File: config.mk
export PLATFORM = sky130hd
export DESIGN_NAME = multicycle_ctrl
export DESIGN_NICKNAME = d
export VERILOG_FILES = /design/src/rtl/multicycle_ctrl.sv
export SDC_FILE = /design/constraint.sdc
export NUM_CORES = 1
export LEC_CHECK = 0
export CAP_MARGIN = 5
export CORE_MARGIN = 2
export CORE_UTILIZATION = 61
export CTS_CLUSTER_DIAMETER = 120
export DETAILED_ROUTE_END_ITERATION = 16
export DONT_BUFFER_PORTS = 1
export PLACE_DENSITY = 0.77
export SYNTH_ARGS = -nofsm -noshare
export SYNTH_HDL_FRONTEND = slang
export SYNTH_SLANG_ARGS = --single-unit
File: constraint.sdc
create_clock -name clk -period 2.04 [get_ports clk]
set_input_delay 0.408 -clock clk [delete_from_list [all_inputs] [get_ports clk]]
set_output_delay 0.408 -clock clk [all_outputs]
set_load 0.005 [all_outputs]
File: src/rtl/multicycle_ctrl.sv
// rtl/multicycle_ctrl.sv - multi-cycle RV32I control sequencer with memory handshake timeout
module multicycle_ctrl #(
    parameter int TIMEOUT_CYCLES = 16,
    parameter int CNT_W          = 5
) (
    input  logic       clk,
    input  logic       rst,
    input  logic [6:0] opcode,
    input  logic       mem_ready,
    input  logic       br_taken,
    output logic       mem_req,
    output logic       mem_we,
    output logic       mem_is_fetch,
    output logic       ir_we,
    output logic       pc_we,
    output logic [1:0] pc_sel,
    output logic       reg_we,
    output logic [1:0] wb_sel,
    output logic       alu_src,
    output logic [1:0] alu_op,
    output logic       retire,
    output logic       illegal,
    output logic       timeout,
    output logic [2:0] state
);

    typedef enum logic [2:0] {
        S_FETCH  = 3'd0,
        S_DECODE = 3'd1,
        S_EXEC   = 3'd2,
        S_MEM    = 3'd3,
        S_WB     = 3'd4,
        S_HALT   = 3'd5
    } state_t;

    typedef enum logic [3:0] {
        C_R, C_I, C_LOAD, C_STORE, C_BR, C_LUI, C_AUIPC, C_JAL, C_JALR, C_BAD
    } cls_t;

    state_t           st;
    cls_t             cls;
    cls_t             dec_cls;
    logic [CNT_W-1:0] cnt;
    logic             cnt_limit;
    logic             store_done;

    logic       mem_req_q, mem_we_q, mem_is_fetch_q, pc_we_q, reg_we_q;
    logic       alu_src_q, retire_q, illegal_q, timeout_q;
    logic [1:0] pc_sel_q, wb_sel_q, alu_op_q;

    // Instruction class decode from the opcode held in IR
    always_comb begin
        dec_cls = C_BAD;
        case (opcode)
            7'b0110011: dec_cls = C_R;
            7'b0010011: dec_cls = C_I;
            7'b0000011: dec_cls = C_LOAD;
            7'b0100011: dec_cls = C_STORE;
            7'b1100011: dec_cls = C_BR;
            7'b0110111: dec_cls = C_LUI;
            7'b0010111: dec_cls = C_AUIPC;
            7'b1101111: dec_cls = C_JAL;
            7'b1100111: dec_cls = C_JALR;
            default:    dec_cls = C_BAD;
        endcase
    end

    // {alu_op, alu_src} used while executing an instruction of class c
    function automatic logic [2:0] alu_cfg(input cls_t c);
        case (c)
            C_R:     return 3'b00_0;
            C_I:     return 3'b10_1;
            C_BR:    return 3'b11_0;
            C_JAL:   return 3'b01_0;
            default: return 3'b01_1;
        endcase
    endfunction

    // The request would hit the timeout limit on this cycle unless memory answers now
    assign cnt_limit = (cnt == CNT_W'(TIMEOUT_CYCLES - 2)) && !mem_ready;

    // Sequencer: state, instruction class, timeout counter and registered per-state outputs
    always_ff @(posedge clk or posedge rst) begin
        if (rst) begin
            st             <= S_FETCH;
            cls            <= C_BAD;
            cnt            <= '0;
            mem_req_q      <= 1'b1;
            mem_is_fetch_q <= 1'b1;
            mem_we_q       <= 1'b0;
            pc_we_q        <= 1'b0;
            pc_sel_q       <= 2'b00;
            reg_we_q       <= 1'b0;
            wb_sel_q       <= 2'b00;
            alu_src_q      <= 1'b0;
            alu_op_q       <= 2'b01;
            retire_q       <= 1'b0;
            illegal_q      <= 1'b0;
            timeout_q      <= 1'b0;
        end else begin
            mem_req_q      <= 1'b0;
            mem_is_fetch_q <= 1'b0;
            mem_we_q       <= 1'b0;
            pc_we_q        <= 1'b0;
            pc_sel_q       <= 2'b00;
            reg_we_q       <= 1'b0;
            wb_sel_q       <= 2'b00;
            alu_src_q      <= 1'b0;
            alu_op_q       <= 2'b01;
            retire_q       <= 1'b0;
            if (mem_ready) begin
                cnt <= '0;
            end else if (mem_req_q) begin
                cnt <= cnt + 1'b1;
            end
            case (st)
                S_FETCH: begin
                    if (mem_ready) begin
                        st <= S_DECODE;
                    end else if (cnt_limit) begin
                        st        <= S_HALT;
                        timeout_q <= 1'b1;
                    end else begin
                        mem_req_q      <= 1'b1;
                        mem_is_fetch_q <= 1'b1;
                    end
                end
                S_DECODE: begin
                    cls <= dec_cls;
                    if (dec_cls == C_BAD) begin
                        st        <= S_HALT;
                        illegal_q <= 1'b1;
                    end else begin
                        st                  <= S_EXEC;
                        {alu_op_q, alu_src_q} <= alu_cfg(dec_cls);
                        if (dec_cls == C_BR) begin
                            pc_we_q  <= 1'b1;
                            retire_q <= 1'b1;
                        end
                    end
                end
                S_EXEC: begin
                    if (cls == C_BR) begin
                        st             <= S_FETCH;
                        mem_req_q      <= 1'b1;
                        mem_is_fetch_q <= 1'b1;
                        cnt            <= '0;
                    end else if (cls == C_LOAD || cls == C_STORE) begin
                        st        <= S_MEM;
                        mem_req_q <= 1'b1;
                        mem_we_q  <= (cls == C_STORE);
                        alu_src_q <= 1'b1;
                        cnt       <= '0;
                    end else begin
                        st       <= S_WB;
                        reg_we_q <= 1'b1;
                        pc_we_q  <= 1'b1;
                        retire_q <= 1'b1;
                        wb_sel_q <= (cls == C_JAL || cls == C_JALR) ? 2'b10 : 2'b00;
                        pc_sel_q <= (cls == C_JAL) ? 2'b01 : (cls == C_JALR) ? 2'b10 : 2'b00;
                    end
                end
                S_MEM: begin
                    if (mem_ready) begin
                        if (cls == C_STORE) begin
                            st             <= S_FETCH;
                            mem_req_q      <= 1'b1;
                            mem_is_fetch_q <= 1'b1;
                        end else begin
                            st       <= S_WB;
                            reg_we_q <= 1'b1;
                            pc_we_q  <= 1'b1;
                            retire_q <= 1'b1;
                            wb_sel_q <= 2'b01;
                        end
                    end else if (cnt_limit) begin
                        st        <= S_HALT;
                        timeout_q <= 1'b1;
                    end else begin
                        mem_req_q <= 1'b1;
                        mem_we_q  <= (cls == C_STORE);
                        alu_src_q <= 1'b1;
                    end
                end
                S_WB: begin
                    st             <= S_FETCH;
                    mem_req_q      <= 1'b1;
                    mem_is_fetch_q <= 1'b1;
                    cnt            <= '0;
                end
                S_HALT: st <= S_HALT;
                default: st <= S_HALT;
            endcase
        end
    end

    // Handshake-qualified strobes complete in the same cycle memory answers
    assign store_done   = (st == S_MEM) && (cls == C_STORE) && mem_ready;
    assign ir_we        = (st == S_FETCH) && mem_ready && !rst;
    assign pc_we        = pc_we_q | store_done;
    assign retire       = retire_q | store_done;
    assign pc_sel       = (st == S_EXEC && cls == C_BR) ? {1'b0, br_taken} : pc_sel_q;
    assign mem_req      = mem_req_q;
    assign mem_we       = mem_we_q;
    assign mem_is_fetch = mem_is_fetch_q;
    assign reg_we       = reg_we_q;
    assign wb_sel       = wb_sel_q;
    assign alu_src      = alu_src_q;
    assign alu_op       = alu_op_q;
    assign illegal      = illegal_q;
    assign timeout      = timeout_q;
    assign state        = st;

endmodule
==> Word level (Yosys, flattened, before mapping) <==
Cells that the tools add are included.
{ "totals": {"regBits": 26, "inputBits": 11, "out_inout_bits": 19, "word_cells": 110} }
{ "op_classes": {"n_addsub": 1, "eq_ne": 23, "mux": 55, "n_bitwise": 2, "reduce_logical": 15} }
{ "op_table": {"columns": ["cell", "count"], "rows": [
  ["$pmux W4 S9", 1],
  ["$mux W1", 22],
  ["$mux W2", 11],
  ["$eq A7 B6 Y1 const B", 3],
  ["$eq A7 B7 Y1 const B", 3],
  ["$mux W3", 7],
  ["$mux W5", 4],
  ["$eq A4 B3 Y1 const B", 4],
  ["$pmux W3 S5", 1],
  ["$eq A7 B5 Y1 const B", 2],
  ["$pmux W3 S4", 1],
  ["$pmux W5 S2", 1],
  ["$eq A4 B2 Y1 const B", 2],
  ["$eq A4 B4 Y1 const B", 2],
  ["$pmux W1 S4", 2],
  ["$eq A7 B2 Y1 const B", 1],
  ["$eq A3 B2 Y1 const B", 2],
  ["$logic_and A1 B1 Y1", 6],
  ["$pmux W1 S3", 2],
  ["$add A5 B1 Y5 const B", 1],
  ["$eq A5 B4 Y1 const B", 1],
  ["$eq A4 B1 Y1 const B", 1],
  ["$logic_not A4 Y1", 1],
  ["$pmux W1 S2", 2],
  ["11 further kinds", 13]
]} }

==> Depth between registers and ports, before layout <==
{ "logic_depth": {"ltp_word": 6, "mapped_depth": 6} }

==> Worst setup path before layout <==
OpenSTA, ideal clock, no wires.
{ "synth_path": {"kind": "flip-flop to output port", "startpoint": "register st[2] (netlist: state[2])", "endpoint": "output retire", "t_arrival_ps": 1331, "required_ps": 1632, "slack_ps": 301, "stages_incl_launch_ff": 7, "path_buffers": 2, "cell_sequence": "dfrtp_1 -> buf_6 -> and2b_1 -> nand2_1 -> or3_1 -> nand2b_1 -> buf_4"} }
{ "synth_between": {"elab_chain_cells": 4} }
{ "synth_rtl": {"columns": ["element", "line_no", "source"], "rows": [
  ["start, declared", "40", "state_t st;"],
  ["start signal, assigned", "85", "st <= S_FETCH;"],
  ["start signal, assigned", "119", "st <= S_DECODE;"],
  ["start signal, assigned", "121", "st <= S_HALT;"],
  ["$eq A3 B2 Y1", "198", "assign store_done = (st == S_MEM) && (cls == C_STORE) && mem_ready;"],
  ["$logic_and A1 B1 Y1 (2 in series)", "198", null],
  ["$or A1 B1 Y1", "201", "assign retire = retire_q | store_done;"],
  ["end, declared", "21", "output logic retire,"]
]} }
Every way passes these cells.

==> Final worst setup path <==
{ "layout_path": {"startpoint": "register cls[1]", "endpoint": "output pc_sel[0]"} }
{ "layout_between": {"elab_chain_cells": 3} }
{ "layout_rtl": {"columns": ["element", "line_no", "source"], "rows": [
  ["start, declared", "41", "cls_t cls;"],
  ["start signal, assigned", "129", "cls <= dec_cls;"],
  ["$eq A4 B3 Y1", "202", "assign pc_sel = (st == S_EXEC && cls == C_BR) ? {1'b0, br_taken} : pc_sel_q;"],
  ["$logic_and A1 B1 Y1", "202", null],
  ["$mux W2", "202", null],
  ["end, declared", "16", "output logic [1:0] pc_sel,"]
]} }
Every way passes these cells.

==> impl.org <==
** STA
- Derived from the worst setup path, the maximum achievable clock frequency is 502 MHz.
- Of the available clock period, the critical path in the final layout requires 0.977.
- On the final layout, the worst hold slack is 136 ps.
- Crit path time final :: approximately 2000 ps
- Max-slew violations :: 0
- Once routing completed, OpenROAD measured the worst setup slack at approximately 47 ps.
- The number of endpoints with negative hold slack in the final report came to 0.
- Clock skew after layout :: 9.28 ps
- For the pin with the worst max-slew slack, the measured transition is approximately 400 ps.
- Setup repair after global routing could not meet its margin everywhere.
- In this run the tightest slew margin relative to its limit is 0.727.
- Setup violations remaining at the end of the flow were counted as 0.

** Power and ir drop
- Portion of total power attributed to sequential cells :: 0.562
- For this design the static power due to leakage is 0.749 nW.
- Cell Int Power :: 0.000735 W
- Worst-case vdd ir drop :: ~0.44 mV
- Power, Total :: 0.000921 W
- For this design the ratio of total power to cell area is 571 mW/mm².
- Combinational share of power :: 0.048
- Fraction of power consumed by the clock network :: 0.390
- Switching power summed over all nets :: 0.000187 W
- Switching part of the total :: 0.203

** Worst setup path
- Startpoint of the most critical setup path :: cls[1]$_DFFE_PP0P_
- STA puts the critical path data required time at 1630 ps.
- Worst Setup Path Type :: flip-flop to output pin
- In this run the critical register-to-register path is launched from cnt[0]$_DFF_PP0_.
- STA puts the critical path data arrival time at approximately 1600 ps.
- Type of element launching the critical path :: flip-flop
- Endpoint class of the critical path :: output pin
- Maximum fanout along the worst path :: 7

** Flow run
- Across the run, the number of max-cap violations was 0.

** Cells and area
- Total inserted antenna cells :: 0
- Commonest non-fill, non-tap cell in the layout :: dfrtp_1
- Share of cells above drive strength 1 :: 0.204
- Relative to the synthesized area, the layout overhead comes to 10.1%.
- Post-route non-filler standard cell count :: 190
- Net count reported at finish :: 176
- Commonest non-fill, non-tap cells in the layout :: dfrtp_1, nand2_1, nor2_1, o21ai_0
- Once layout is done, the placed cells without fillers occupy 0.00161 mm².

** Floorplanning
- In this run the count of I/O pins placed on the die edge is 30.
- The die covers 0.00281 mm².
- From bottom edge to top edge, the die measures ~53 µm.
- Initial core utilization :: 0.657
- Die W :: around 53 µm
- Number of standard-cell rows in the floorplan :: 17
- The region available for standard cell placement spans between 0.002 and 0.0025 mm².

** Clock tree
- CTS H-tree lvls :: 1
- TritonCTS created 3 clock buffers.
- TritonCTS built the clock tree.
- At the later pin of the worst-skew pair, clock insertion delay measures 330 ps.
- The clock passes through at most 2 buffers.
- Sink count of the clock tree :: 26
- Root buffer selected by CTS :: clkbuf_4
- Clock-pin slew was measured on the worst setup and hold paths at 150 ps.

** Route
- For this block, the via count after detailed routing is 1216.
- The detailed router finished its first iteration with 39 violations.
- Routed WL :: 3210 µm
- In the routed layout, each cell is associated on average with a via count of 6.40.
- After detailed routing, the average wire length per cell comes to 16.9 µm.
- The first TritonRoute pass finished after 4 iterations.
- In the routed design, unresolved DRC markers number 0.
- The count of nets left with antenna violations once routing finished came out at 0.

** Synthesis
- Mean Syn Cell Area :: 9.28 µm²
- In the synthesized netlist the async set-or-reset flop fraction comes to 1.00.
- In this run, synthesis inferred 0 flip-flops with an integrated enable.
- Of the synthesized area, sequential elements account for 0.448.
- For this run, the number of Yosys warnings is 0.
- After synthesis the cells add up to ~0.0015 mm².
- Counting distinct cell types in the post-synthesis netlist gives 49.
- Seq cells post-synth :: 26
- Synthesized net count :: 171
- Cells after synthesis :: about 160
- Prevailing post-synth register cell :: dfrtp_1

** Placement
- Worst setup timing slack at the placement stage :: 311 ps
- After detailed placement, the total cell area comes to between 0.001 and 0.0015 mm².
- The congestion estimate from routability-driven global placement came to between 0.9 and 1.
- DPL Wire Length :: 2290 µm
- During placement, the flow inserted port buffers numbering 0.
- Including well taps, the total number of placed cells is 180.

** GRT
- Largest net degree at the start of global routing :: 18
- All-Layer GR Usage :: 0.272
- Initial antenna violation count :: 0
- Grt total ovfl :: 0
- The via count of the first global-routing pass came to 1175.
- Wire length of the first global-routing pass :: about 5500 µm

** Hold path
- The tightest min-delay check is of the input port to flip-flop type.
- Hold path start :: mem_ready

** Status
- Run status :: finished clean
cell type report:
class,count,area [µm²]
multi-input combinational,117,764
clock buffer,3,22.5
sequential,26,661
tap,28,35.0
fill,175,619
inverter,7,26.3
timing repair buffer,8,75.1
clock inverter,1,30.0
synth_stat cells, types with 2 or more instances:
library cell | count | area [µm²]
inv_1 | 7 | 26.3
nor3_1 | 9 | 45.0
nand3_1 | 3 | 15.0
xor2_1 | 5 | 43.8
nor2_1 | 14 | 52.6
dfrtp_1 | 21 | 526
nand4b_1 | 2 | 17.5
nand2b_1 | 4 | 25.0
dfstp_2 | 5 | 131
a21oi_1 | 9 | 45.0
nand2_1 | 14 | 52.6
a2bb2oi_1 | 2 | 17.5
and3_1 | 2 | 12.5
buf_2 | 5 | 25.0
nand4_1 | 5 | 31.3
and4b_1 | 2 | 20.0
or2_2 | 3 | 18.8
a21o_1 | 2 | 15.0
and2_1 | 2 | 12.5
mux2_2 | 2 | 22.5
ha_1 | 2 | 25.0
o21ai_0 | 11 | 55.1
critical path, cell delays in order, from the launching register on:
cell and delay [ps]:
dfrtp_2 500, nor4b_4 350, nand2_1 120, mux2_2 300
path summary, 6_finish.rpt:
check	to	slack, ps	depth (start not counted)
worst min-delay path	cnt[2]$_DFF_PP0_	140	1
max in group asynchronous	alu_op[0]$_DFF_PP1_	970	3
worst max register to register	mem_req$_DFF_PP1_	400	6
worst max-delay path	pc_sel[0]	50	3
worst min register to register	timeout$_DFFE_PP0P_	510	1
min in group asynchronous	pc_sel_q[1]$_DFF_PP0_	460	2
sequential cells by signal, indices dropped and copies added, names as in the netlist, 2 cells and up:
name,cells
pc_sel_q,2
cls,4
cnt,5
wb_sel,2
alu_op,2
state,3
cells by family after synthesis:
| logic type | share of synthesized area |
|---|---|
| AO/OA/AOI/OAI | 0.155 |
| XOR/XNOR | 0.0358 |
| adder cells (fa/ha/maj) | 0.0171 |
| buffers and inverters | 0.0503 |
| flip-flops | 0.448 |
| multiplexers | 0.0222 |
| AND/OR/NAND/NOR | 0.271 |
power by group through the flow:
stage | registers [W] | clock network, W | logic [W]
final | 0.000517 | 0.000360 | 0.0000445
after global routing | 0.000518 | 0.000388 | 0.0000516
after CTS | 0.000517 | 0.000366 | 0.0000453
after detailed placement | 0.000527 | 0 | 0.0000434
after global placement | 0.000526 | 0 | 0.0000422
after floorplan | 0.000526 | 0 | 0.0000475
metrics by stage:
stage | TNS (ps) | util
after detailed placement | 0 | 0.658
after global placement | 0 | 0.658
after CTS | 0 | 0.710
after global routing | -25.1 | 0.723
after floorplan | 0 | -
final | 0 | 0.723
metal layers:
layer	vias up	GRT usage	share of wire
li1	569	-	-
met1	577	0.339	0.41
met2	59	0.444	0.50
met3	11	0.0508	0.066
met4	0	0.145	0.028
met5	-	0	0
timing repair:
item | CTS | global route
resized for setup | 3 | 5
pin swaps | 0 | 2
hold buffers | 1 | 0
buffers inserted | 4 | 1
hold endpoints to repair | 8 | 0
endpoints found under the setup margin | 3 | 4
(Power assumes the default switching activity.)
